<file path="src/rtl/gpio_in_pkg.sv">
// Shared constants for the GPIO input-conditioning block.
// Holds the word-offset register map, the read value returned for unmapped
// offsets, and the debounce counter width derivation.
package gpio_in_pkg;

    // Word-address width of HADDR[23:2]
    localparam int unsigned ADDR_W = 22;

    localparam logic [ADDR_W-1:0] DIN_OFF       = ADDR_W'(0);
    localparam logic [ADDR_W-1:0] IE_OFF        = ADDR_W'(1);
    localparam logic [ADDR_W-1:0] RISE_EN_OFF   = ADDR_W'(2);
    localparam logic [ADDR_W-1:0] FALL_EN_OFF   = ADDR_W'(3);
    localparam logic [ADDR_W-1:0] STATUS_OFF    = ADDR_W'(4);
    localparam logic [ADDR_W-1:0] DB_PRESC_OFF  = ADDR_W'(5);
    localparam logic [ADDR_W-1:0] DB_BYPASS_OFF = ADDR_W'(6);
    localparam logic [ADDR_W-1:0] LEVEL_OFF     = ADDR_W'(7);

    localparam logic [31:0] UNMAPPED_RDATA = 32'hDEAD_BEEF;

    localparam int unsigned PRESC_W = 16;

    // Counter must hold 0..DB_COUNT, so it never wraps
    function automatic int unsigned db_cnt_width(input int unsigned db_count);
        return $clog2(db_count + 1);
    endfunction

    localparam int unsigned DB_COUNT_DEF = 4;
    localparam int unsigned DB_CNT_W     = db_cnt_width(DB_COUNT_DEF);

endpackage

</file>
<file path="src/rtl/gpio_in_debounce.sv">
// One-pin conditioner: pad synchroniser, debounce tick counter and stable flop.
// Ports:
//   HCLK, HRESETn  clock and async active-low reset
//   i_pad          raw asynchronous pad input
//   i_tick         shared debounce prescaler tick
//   i_bypass       1: skip filtering, follow the synchronised pad each cycle
//   o_din          conditioned (registered) level
//   o_din_next_c   value o_din takes on the next edge, for edge detection
module gpio_in_debounce
    import gpio_in_pkg::*;
#(
    parameter int unsigned SYNC_STAGES = 2,
    parameter int unsigned DB_COUNT    = 4
) (
    input  logic HCLK,
    input  logic HRESETn,
    input  logic i_pad,
    input  logic i_tick,
    input  logic i_bypass,
    output logic o_din,
    output logic o_din_next_c
);

    localparam int unsigned CNT_W = db_cnt_width(DB_COUNT);

    logic [SYNC_STAGES-1:0] r_sync;
    logic [CNT_W-1:0]       r_cnt;
    logic                   r_din;
    logic                   w_sync;
    logic [CNT_W-1:0]       w_cnt_next;
    logic                   w_din_next;

    assign w_sync = r_sync[SYNC_STAGES-1];

    // Accept a new level only after DB_COUNT consecutive disagreeing ticks
    always_comb begin
        w_cnt_next = r_cnt;
        w_din_next = r_din;
        if (i_bypass) begin
            w_cnt_next = '0;
            w_din_next = w_sync;
        end else if (w_sync == r_din) begin
            w_cnt_next = '0;
        end else if (i_tick) begin
            if (r_cnt == CNT_W'(DB_COUNT - 1)) begin
                w_din_next = w_sync;
                w_cnt_next = '0;
            end else begin
                w_cnt_next = r_cnt + CNT_W'(1);
            end
        end
    end

    always_ff @(posedge HCLK or negedge HRESETn) begin
        if (!HRESETn) begin
            r_sync <= '0;
            r_cnt  <= '0;
            r_din  <= 1'b0;
        end else begin
            r_sync <= {r_sync[SYNC_STAGES-2:0], i_pad};
            r_cnt  <= w_cnt_next;
            r_din  <= w_din_next;
        end
    end

    assign o_din        = r_din;
    assign o_din_next_c = w_din_next;

endmodule

</file>
<file path="src/rtl/gpio_in_cond.sv">
// GPIO input conditioning with an AHB-lite configuration slave.
// Synchronises and debounces each pad, drives the GPIO block's WGPIODIN via DIN,
// latches enabled edges into STATUS (W1C) and raises IRQ = |(STATUS & IE).
// Optional build macro GPIO_IN_LEVEL_IRQ_EN adds a LEVEL register at offset 0x7:
// level pins make STATUS track DIN instead of latching edges.
// Ports:
//   HCLK, HRESETn           clock, async active-low reset
//   HSEL..HWDATA            AHB-lite slave inputs (HSIZE registered, unused)
//   HRDATA, HREADYOUT, HRESP AHB-lite slave outputs (zero wait, OKAY)
//   PAD_IN                  raw pad inputs
//   DIN                     conditioned inputs
//   IRQ                     combined interrupt
module gpio_in_cond
    import gpio_in_pkg::*;
#(
    parameter int unsigned WIDTH       = 16,
    parameter int unsigned SYNC_STAGES = 2,
    parameter int unsigned DB_COUNT    = 4
) (
    input  logic             HCLK,
    input  logic             HRESETn,
    input  logic             HSEL,
    input  logic [23:2]      HADDR,
    input  logic             HREADY,
    input  logic             HWRITE,
    input  logic [1:0]       HTRANS,
    input  logic [2:0]       HSIZE,
    input  logic [31:0]      HWDATA,
    output logic [31:0]      HRDATA,
    output logic             HREADYOUT,
    output logic [1:0]       HRESP,
    input  logic [WIDTH-1:0] PAD_IN,
    output logic [WIDTH-1:0] DIN,
    output logic             IRQ
);

    logic              r_sel;
    logic              r_write;
    logic              r_trans;
    logic [ADDR_W-1:0] r_addr;
    logic [2:0]        r_size;
    logic              w_wr_en;

    logic [WIDTH-1:0]   r_ie;
    logic [WIDTH-1:0]   r_rise_en;
    logic [WIDTH-1:0]   r_fall_en;
    logic [WIDTH-1:0]   r_status;
    logic [WIDTH-1:0]   r_db_bypass;
    logic [PRESC_W-1:0] r_db_presc;
    logic [PRESC_W-1:0] r_presc_cnt;
`ifdef GPIO_IN_LEVEL_IRQ_EN
    logic [WIDTH-1:0]   r_level;
`endif

    logic             w_tick;
    logic [WIDTH-1:0] w_din;
    logic [WIDTH-1:0] w_din_next;
    logic [WIDTH-1:0] w_set;
    logic [WIDTH-1:0] w_clr;
    logic [WIDTH-1:0] w_status_next;
    logic             w_unused;

    // Address phase capture
    always_ff @(posedge HCLK or negedge HRESETn) begin
        if (!HRESETn) begin
            r_sel   <= 1'b0;
            r_write <= 1'b0;
            r_trans <= 1'b0;
            r_addr  <= '0;
            r_size  <= '0;
        end else begin
            r_sel   <= HSEL & HREADY;
            r_write <= HWRITE;
            r_trans <= HTRANS[1];
            r_addr  <= HADDR;
            r_size  <= HSIZE;
        end
    end

    assign w_wr_en   = r_sel & r_write & r_trans;
    assign HREADYOUT = 1'b1;
    assign HRESP     = 2'b00;
    assign w_unused  = ^{r_size, HTRANS[0], HWDATA};

    // Shared debounce tick, one every DB_PRESC+1 cycles
    assign w_tick = (r_presc_cnt == '0);

    always_ff @(posedge HCLK or negedge HRESETn) begin
        if (!HRESETn) begin
            r_presc_cnt <= '0;
        end else if (w_wr_en && (r_addr == DB_PRESC_OFF)) begin
            r_presc_cnt <= HWDATA[PRESC_W-1:0];
        end else if (w_tick) begin
            r_presc_cnt <= r_db_presc;
        end else begin
            r_presc_cnt <= r_presc_cnt - PRESC_W'(1);
        end
    end

    for (genvar i = 0; i < WIDTH; i++) begin : g_pin
        gpio_in_debounce #(
            .SYNC_STAGES (SYNC_STAGES),
            .DB_COUNT    (DB_COUNT)
        ) u_db (
            .HCLK         (HCLK),
            .HRESETn      (HRESETn),
            .i_pad        (PAD_IN[i]),
            .i_tick       (w_tick),
            .i_bypass     (r_db_bypass[i]),
            .o_din        (w_din[i]),
            .o_din_next_c (w_din_next[i])
        );
    end

    assign DIN = w_din;

    // Edge latch: a set on the same cycle as a W1C clear wins
    always_comb begin
        w_set = (~w_din & w_din_next & r_rise_en) | (w_din & ~w_din_next & r_fall_en);
        w_clr = (w_wr_en && (r_addr == STATUS_OFF)) ? HWDATA[WIDTH-1:0] : '0;
        w_status_next = (r_status & ~w_clr) | w_set;
`ifdef GPIO_IN_LEVEL_IRQ_EN
        // Level pins mirror the conditioned input in step with DIN
        w_status_next = (w_status_next & ~r_level) | (w_din_next & r_level);
`endif
    end

    always_ff @(posedge HCLK or negedge HRESETn) begin
        if (!HRESETn) begin
            r_ie        <= '0;
            r_rise_en   <= '0;
            r_fall_en   <= '0;
            r_status    <= '0;
            r_db_bypass <= '0;
            r_db_presc  <= '0;
`ifdef GPIO_IN_LEVEL_IRQ_EN
            r_level     <= '0;
`endif
        end else begin
            r_status <= w_status_next;
            if (w_wr_en) begin
                case (r_addr)
                    IE_OFF:        r_ie        <= HWDATA[WIDTH-1:0];
                    RISE_EN_OFF:   r_rise_en   <= HWDATA[WIDTH-1:0];
                    FALL_EN_OFF:   r_fall_en   <= HWDATA[WIDTH-1:0];
                    DB_PRESC_OFF:  r_db_presc  <= HWDATA[PRESC_W-1:0];
                    DB_BYPASS_OFF: r_db_bypass <= HWDATA[WIDTH-1:0];
`ifdef GPIO_IN_LEVEL_IRQ_EN
                    LEVEL_OFF:     r_level     <= HWDATA[WIDTH-1:0];
`endif
                    default: ;
                endcase
            end
        end
    end

    // Data-phase read mux
    always_comb begin
        HRDATA = UNMAPPED_RDATA;
        case (r_addr)
            DIN_OFF:       HRDATA = 32'(w_din);
            IE_OFF:        HRDATA = 32'(r_ie);
            RISE_EN_OFF:   HRDATA = 32'(r_rise_en);
            FALL_EN_OFF:   HRDATA = 32'(r_fall_en);
            STATUS_OFF:    HRDATA = 32'(r_status);
            DB_PRESC_OFF:  HRDATA = 32'(r_db_presc);
            DB_BYPASS_OFF: HRDATA = 32'(r_db_bypass);
`ifdef GPIO_IN_LEVEL_IRQ_EN
            LEVEL_OFF:     HRDATA = 32'(r_level);
`endif
            default: ;
        endcase
    end

    assign IRQ = |(r_status & r_ie);

endmodule

</file>
<file path="config.mk">
export PLATFORM = sky130hd
export DESIGN_NAME = gpio_in_cond
export DESIGN_NICKNAME = d
export VERILOG_FILES = /design/src/rtl/gpio_in_pkg.sv /design/src/rtl/gpio_in_debounce.sv /design/src/rtl/gpio_in_cond.sv
export SDC_FILE = /design/constraint.sdc
export NUM_CORES = 1
export LEC_CHECK = 0
export BUFFER_PORTS_ARGS = -buffer_cell sky130_fd_sc_hd__buf_2
export CAP_MARGIN = 20
export CORE_UTILIZATION = 58
export DETAILED_ROUTE_END_ITERATION = 10
export HOLD_SLACK_MARGIN = 0.12
export PLACE_DENSITY_LB_ADDON = 0.3
export SETUP_SLACK_MARGIN = 0.3
export SLEW_MARGIN = 20
export SYNTH_ARGS = -nofsm -noshare
export SYNTH_HDL_FRONTEND = slang
export SYNTH_SLANG_ARGS = --single-unit
</file>
<file path="constraint.sdc">
create_clock -name HCLK -period 3 [get_ports HCLK]
set_input_delay 0.6 -clock HCLK [delete_from_list [all_inputs] [get_ports HCLK]]
set_output_delay 0.6 -clock HCLK [all_outputs]
set_load 0.005 [all_outputs]
</file>
After elaboration in Yosys (flattened, before gate mapping)
Index checks and enable logic that the tools add are counted.
{"block": "totals", "word_cells": 286, "in_bits": 80, "output_inout_bits": 52, "reg_bits": 233}
{"block": "classes", "muxes": 132, "add_sub_neg": 17, "bitwise_logic": 14, "eq_ne": 38, "reduce_logical": 26}
{"cell": "32-bit case mux with 7 select lines", "n": 1}
{"cell": "3-bit 2-to-1 mux", "n": 64}
{"cell": "16-bit AND", "n": 6}
{"cell": "22-bit by 3-bit == test with 1-bit output, second input constant", "n": 3}
{"cell": "1-bit 2-to-1 mux", "n": 64}
{"cell": "3-bit by 1-bit adder with 3-bit output, second input constant", "n": 16}
{"cell": "3-bit by 2-bit == test with 1-bit output, second input constant", "n": 16}
{"cell": "16-bit 2-to-1 mux", "n": 3}
{"cell": "16-bit NOT", "n": 3}
{"cell": "3-bit nonzero test", "n": 16}
{"cell": "22-bit by 2-bit == test with 1-bit output, second input constant", "n": 2}
{"cell": "16-bit bitwise OR", "n": 2}
{"cell": "22-bit by 1-bit == test with 1-bit output, second input constant", "n": 1}
{"cell": "22-bit logical NOT", "n": 1}
{"cell": "1-bit == test", "n": 16}
{"cell": "16-bit logical NOT", "n": 1}
{"cell": "16-bit OR reduction", "n": 1}
{"cell": "16-bit by 1-bit subtractor with 16-bit output, second input constant", "n": 1}
{"cell": "2-bit AND reduction", "n": 5}
{"cell": "1-bit AND", "n": 3}
{"cell": "1-bit logical AND", "n": 2}

Logic depth before layout (Yosys ltp)
{"block": "logic_depth", "depth_word": 10, "mapped_depth": 9}

Hierarchy
A second synthesis with hierarchy kept.
{"block": "hier_totals", "hier_cells": 949, "area_unflattened_um2": 11214.5}
{"module": "gpio_in_cond", "seq_area_each_um2": 3428.3, "n_inst": 1, "area_per_inst_um2": 6990.5, "cells_per_inst": 613}
{"module": "gpio_in_debounce", "seq_area_each_um2": 150.1, "n_inst": 16, "area_per_inst_um2": 264.0, "cells_per_inst": 21}

Least setup slack after synthesis
No wires, ideal clock.
{"block": "synth_path", "path_kind": "reg-to-output", "start": "register r_addr[0]", "end": "output port HRDATA[18]", "path_stages_with_launch": 8, "t_arrival_ns": 2.059, "slack_ns": 0.341, "path_cell_list": "dfrtp_1 buf_1 clkbuf_1 clkbuf_1 clkbuf_1 nand3_1 nand2_1 buf_4"}
{"block": "synth_between", "elab_chain_len": 2, "elab_cells_between_ends": 8}
{"element": "start: declaration", "line_no": "gpio_in_cond.sv:40", "source": "logic [ADDR_W-1:0] r_addr;"}
{"element": "start signal: assignment", "line_no": "gpio_in_cond.sv:69", "source": "r_addr <= '0;"}
{"element": "start signal: assignment", "line_no": "gpio_in_cond.sv:75", "source": "r_addr <= HADDR;"}
{"element": "22-bit by 3-bit == test with 1-bit output, or another cell as far along", "line_no": "gpio_in_cond.sv:160", "source": "case (r_addr)"}
{"element": "32-bit case mux with 7 select lines (*)", "line_no": "gpio_in_cond.sv:160"}
{"element": "end: declaration", "line_no": "gpio_in_cond.sv:29", "source": "output logic [31:0] HRDATA,"}
Mark *: on every way between the ends. The rest lies on a longest branch, timed or not.

Worst setup path in the final report
{"block": "layout_path", "start": "register r_addr[2]", "end": "output port HRDATA[9]"}
The elaborated chain is that of the path after synthesis.

==> impl_metrics.ini <==
[clock_network]
cts_tree = yes
clockBufferDepth = 3
cts.clk_slew.worst_paths_ns = 0.07
clockRootBuffer = clkbuf_16
cts_made_buffers = 24
clock_latency_ns = 0.52
htree_levels = 1
cts_sinks = 233

[job]
cap_violations = 0

[finish]
finalNetCount = 1217
area_growth_pct = 18.2
final_cell_mix = dfrtp_1 (231), nand2_1 (106), buf_2 (101)
nFillCells = 1246
drive_gt1_share_pct = 30.5
insertedDiodeCount = 0
stdcell_area_mm2 = 0.0129
final_common_cell = dfrtp_1

[die]
ios = 132
die_area_mm2 = 0.0194
core_mm2 = 0.0182
start_util_pct = 60.1
die_h_um = 139
die_w_um = 139
fp-row-count = 49

[sta]
final_max_slew_viol_count = 0
period_share_pct = 95.4
fmax_mhz = 349
setup-violations-final = 0
fin_ws_ns = 0.137
hold_viol = 0
max_slew.worst_pin.slew_ns = 0.642
rsz0062_at_grt = true
fin_crit_ns = 2.86
tns_ns = 0
skew_ns = 0.0234
relSlewSlack_pct = 57.2

[hold_path]
holdPathStages = 1
min_from = HADDR[3]
hold_end = r_addr[1]
worstHoldPathType = in -> reg

[detailed_routing]
vias = 8156
first_pass_iters = 5
viasPerCell = 6.00
antenna_left = 0
wl_um = 26300
drtIter0Drc = 530
route.detailed.drc = 0
wire_per_inst_um = 19.3

[global_route]
grt_pass1_vias = 8010
grt.overflow.total = 0
grt_max_degree = 82
grt_use_total_pct = 27.7
antenna_found_initial = 0
grt_pass1_wl_um = 42300

[logic_synthesis]
syn-instance-count = 997
synth_ff_type = dfrtp_1
ys_types = 52
yosysTopAreaCell = dfrtp_1
yosysWarnings = 0
yosys-top-cells-area = dfrtp_1 (53%), mux2_2 (10%), nand2_1 (3.7%), a21oi_1 (2.7%), buf_4 (2.4%)
syn_area_per_cell_um2 = 11.0
async_flop_share_pct = 100
yosysSeqAreaShare_pct = 53.3
synthesis.area_mm2 = 0.0109
netlist.area_leader.share_pct = 53.3
synth-seq-cells = 233
synth-edff-count = 0

[worst_setup_path]
slowest_stage = or4_4
reg2reg_setup_slack_ns = 0.53
worstPathRequired_ns = 2.40
cp-start-kind = flip-flop
timing.rr.start = r_presc_cnt[7]
rr_endpoint = g_pin[5].u_db.o_din
cpPeakStageDelay_ns = 0.49
worst_r2r_path_depth = 6
cp_num_buf_inv = 1
critical-path-top-delay-family = simple AND/OR/NAND/NOR gates
worst_setup_path_end_kind = output port
crit_fanout = 6
critPathKind = reg -> out
cp.arrival_ns = 2.26
crit_chain = mux2_4 > a221oi_2 > a21oi_2 > or4_4 > buf_6

[placement]
dp_slack_ns = 0.531
gp_congestion = 0.850
portBuffers = 103
place_area_mm2 = 0.0117
dp_hpwl_um = 16800

[power_and_ir_drop]
peakVddDrop_uv = 422
leakage_uw = 0.00583
powerDensity_mw_per_mm2 = 514

[outcome]
status = finished clean
timing repair:
action,in CTS,in global routing
hold buffers,1,0
gates cloned,1,0
resized for setup,31,30
setup buffers,14,13
pin swaps,7,8
hold endpoints to repair,54,0
endpoints found under the setup margin,27,28
cells by family after synthesis:
| family | Yosys count | synth area share (%) |
|---|---|---|
| compound gates | 199 | 11.4 |
| xor+xnor | 26 | 2.08 |
| fa+ha+maj | 18 | 2.06 |
| buf+inv | 127 | 5.81 |
| flops | 233 | 53.3 |
| mux | 119 | 12.6 |
| other cells | 2 | 0.0686 |
| simple gates | 273 | 12.8 |
state kept, by name (all words and copies together), names as in the netlist:
name,count
r_status,16
r_fall_en,16
r_presc_cnt,16
r_sel,1
r_db_bypass,16
r_addr,22
g_pin.u_db.o_din,16
r_trans,1
g_pin.u_db.r_sync,32
r_rise_en,16
r_db_presc,16
g_pin.u_db.r_cnt,48
r_write,1
r_ie,16
per-layer routing:
metal  up-vias  part of all wire (%)  GRT usage, %
met3        53                   6.2          4.51
met5         -                     0             0
met2       289                    49          44.9
li1       3730                     -             -
met1      4084                    42          38.3
met4         0                   2.5          8.89
power by group:
group          switching (µW)  internal (µW)
Clock                    1190           1660
Sequential               90.8           3230
Combinational             253            225
Total                    1530           5110
through the flow:
step,std cells,power [µW],hold slack (ns),utilization (%)
after floorplan,1003,3590,0.304,-
after global placement,1293,3770,0.332,64.1
after detailed placement,1293,3780,0.338,64.1
after CTS,1347,6660,0.166,69.7
after global routing,1360,6870,0.169,71.1
final,1360,6650,0.182,71.1
cells in the mapped netlist (all sizes together), types with 17 or more instances:
master,number
mux2,97
dfrtp,233
a31oi,18
clkbuf,27
nand2,108
buf,51
nand2b,21
o21ai,48
ha,18
nor2b,21
mux2i,17
nor2,30
nand3,20
xor2,21
a21oi,60
inv,49
area by class of cell:
class | instances | area (µm²) | area share (%)
multi-input combinational | 643 | 4690 | 36.2
inverter | 49 | 184 | 1.42
tap | 229 | 287 | 2.21
timing repair buffer | 168 | 1210 | 9.34
clock buffer | 32 | 682 | 5.27
sequential | 233 | 5830 | 45.1
clock inverter | 6 | 57.6 | 0.445
worst max path at each step:
stage              start  slack, ns         end  depth (start not counted)
2_1_floorplan  r_addr[0]       0.34  HRDATA[18]                          7
3_3_place_gp   r_addr[2]       0.53  HRDATA[14]                          7
6_report       r_addr[2]       0.14   HRDATA[9]                          5
5_1_grt        r_addr[2]       0.05   HRDATA[8]                          9
4_1_cts        r_addr[2]       0.13   HRDATA[9]                          5
3_5_place_dp   r_addr[2]       0.53  HRDATA[14]                          7
worst register-to-register path, cell delays in order, from the launching register on:
cell and delay [ns]:
dfrtp_1 0.42, or4_1 0.62, nand4b_2 0.40, nor2_4 0.22, buf_4 0.27, a21oi_1 0.13, mux2_2 0.28
Power figures use the tool's default switching activity.
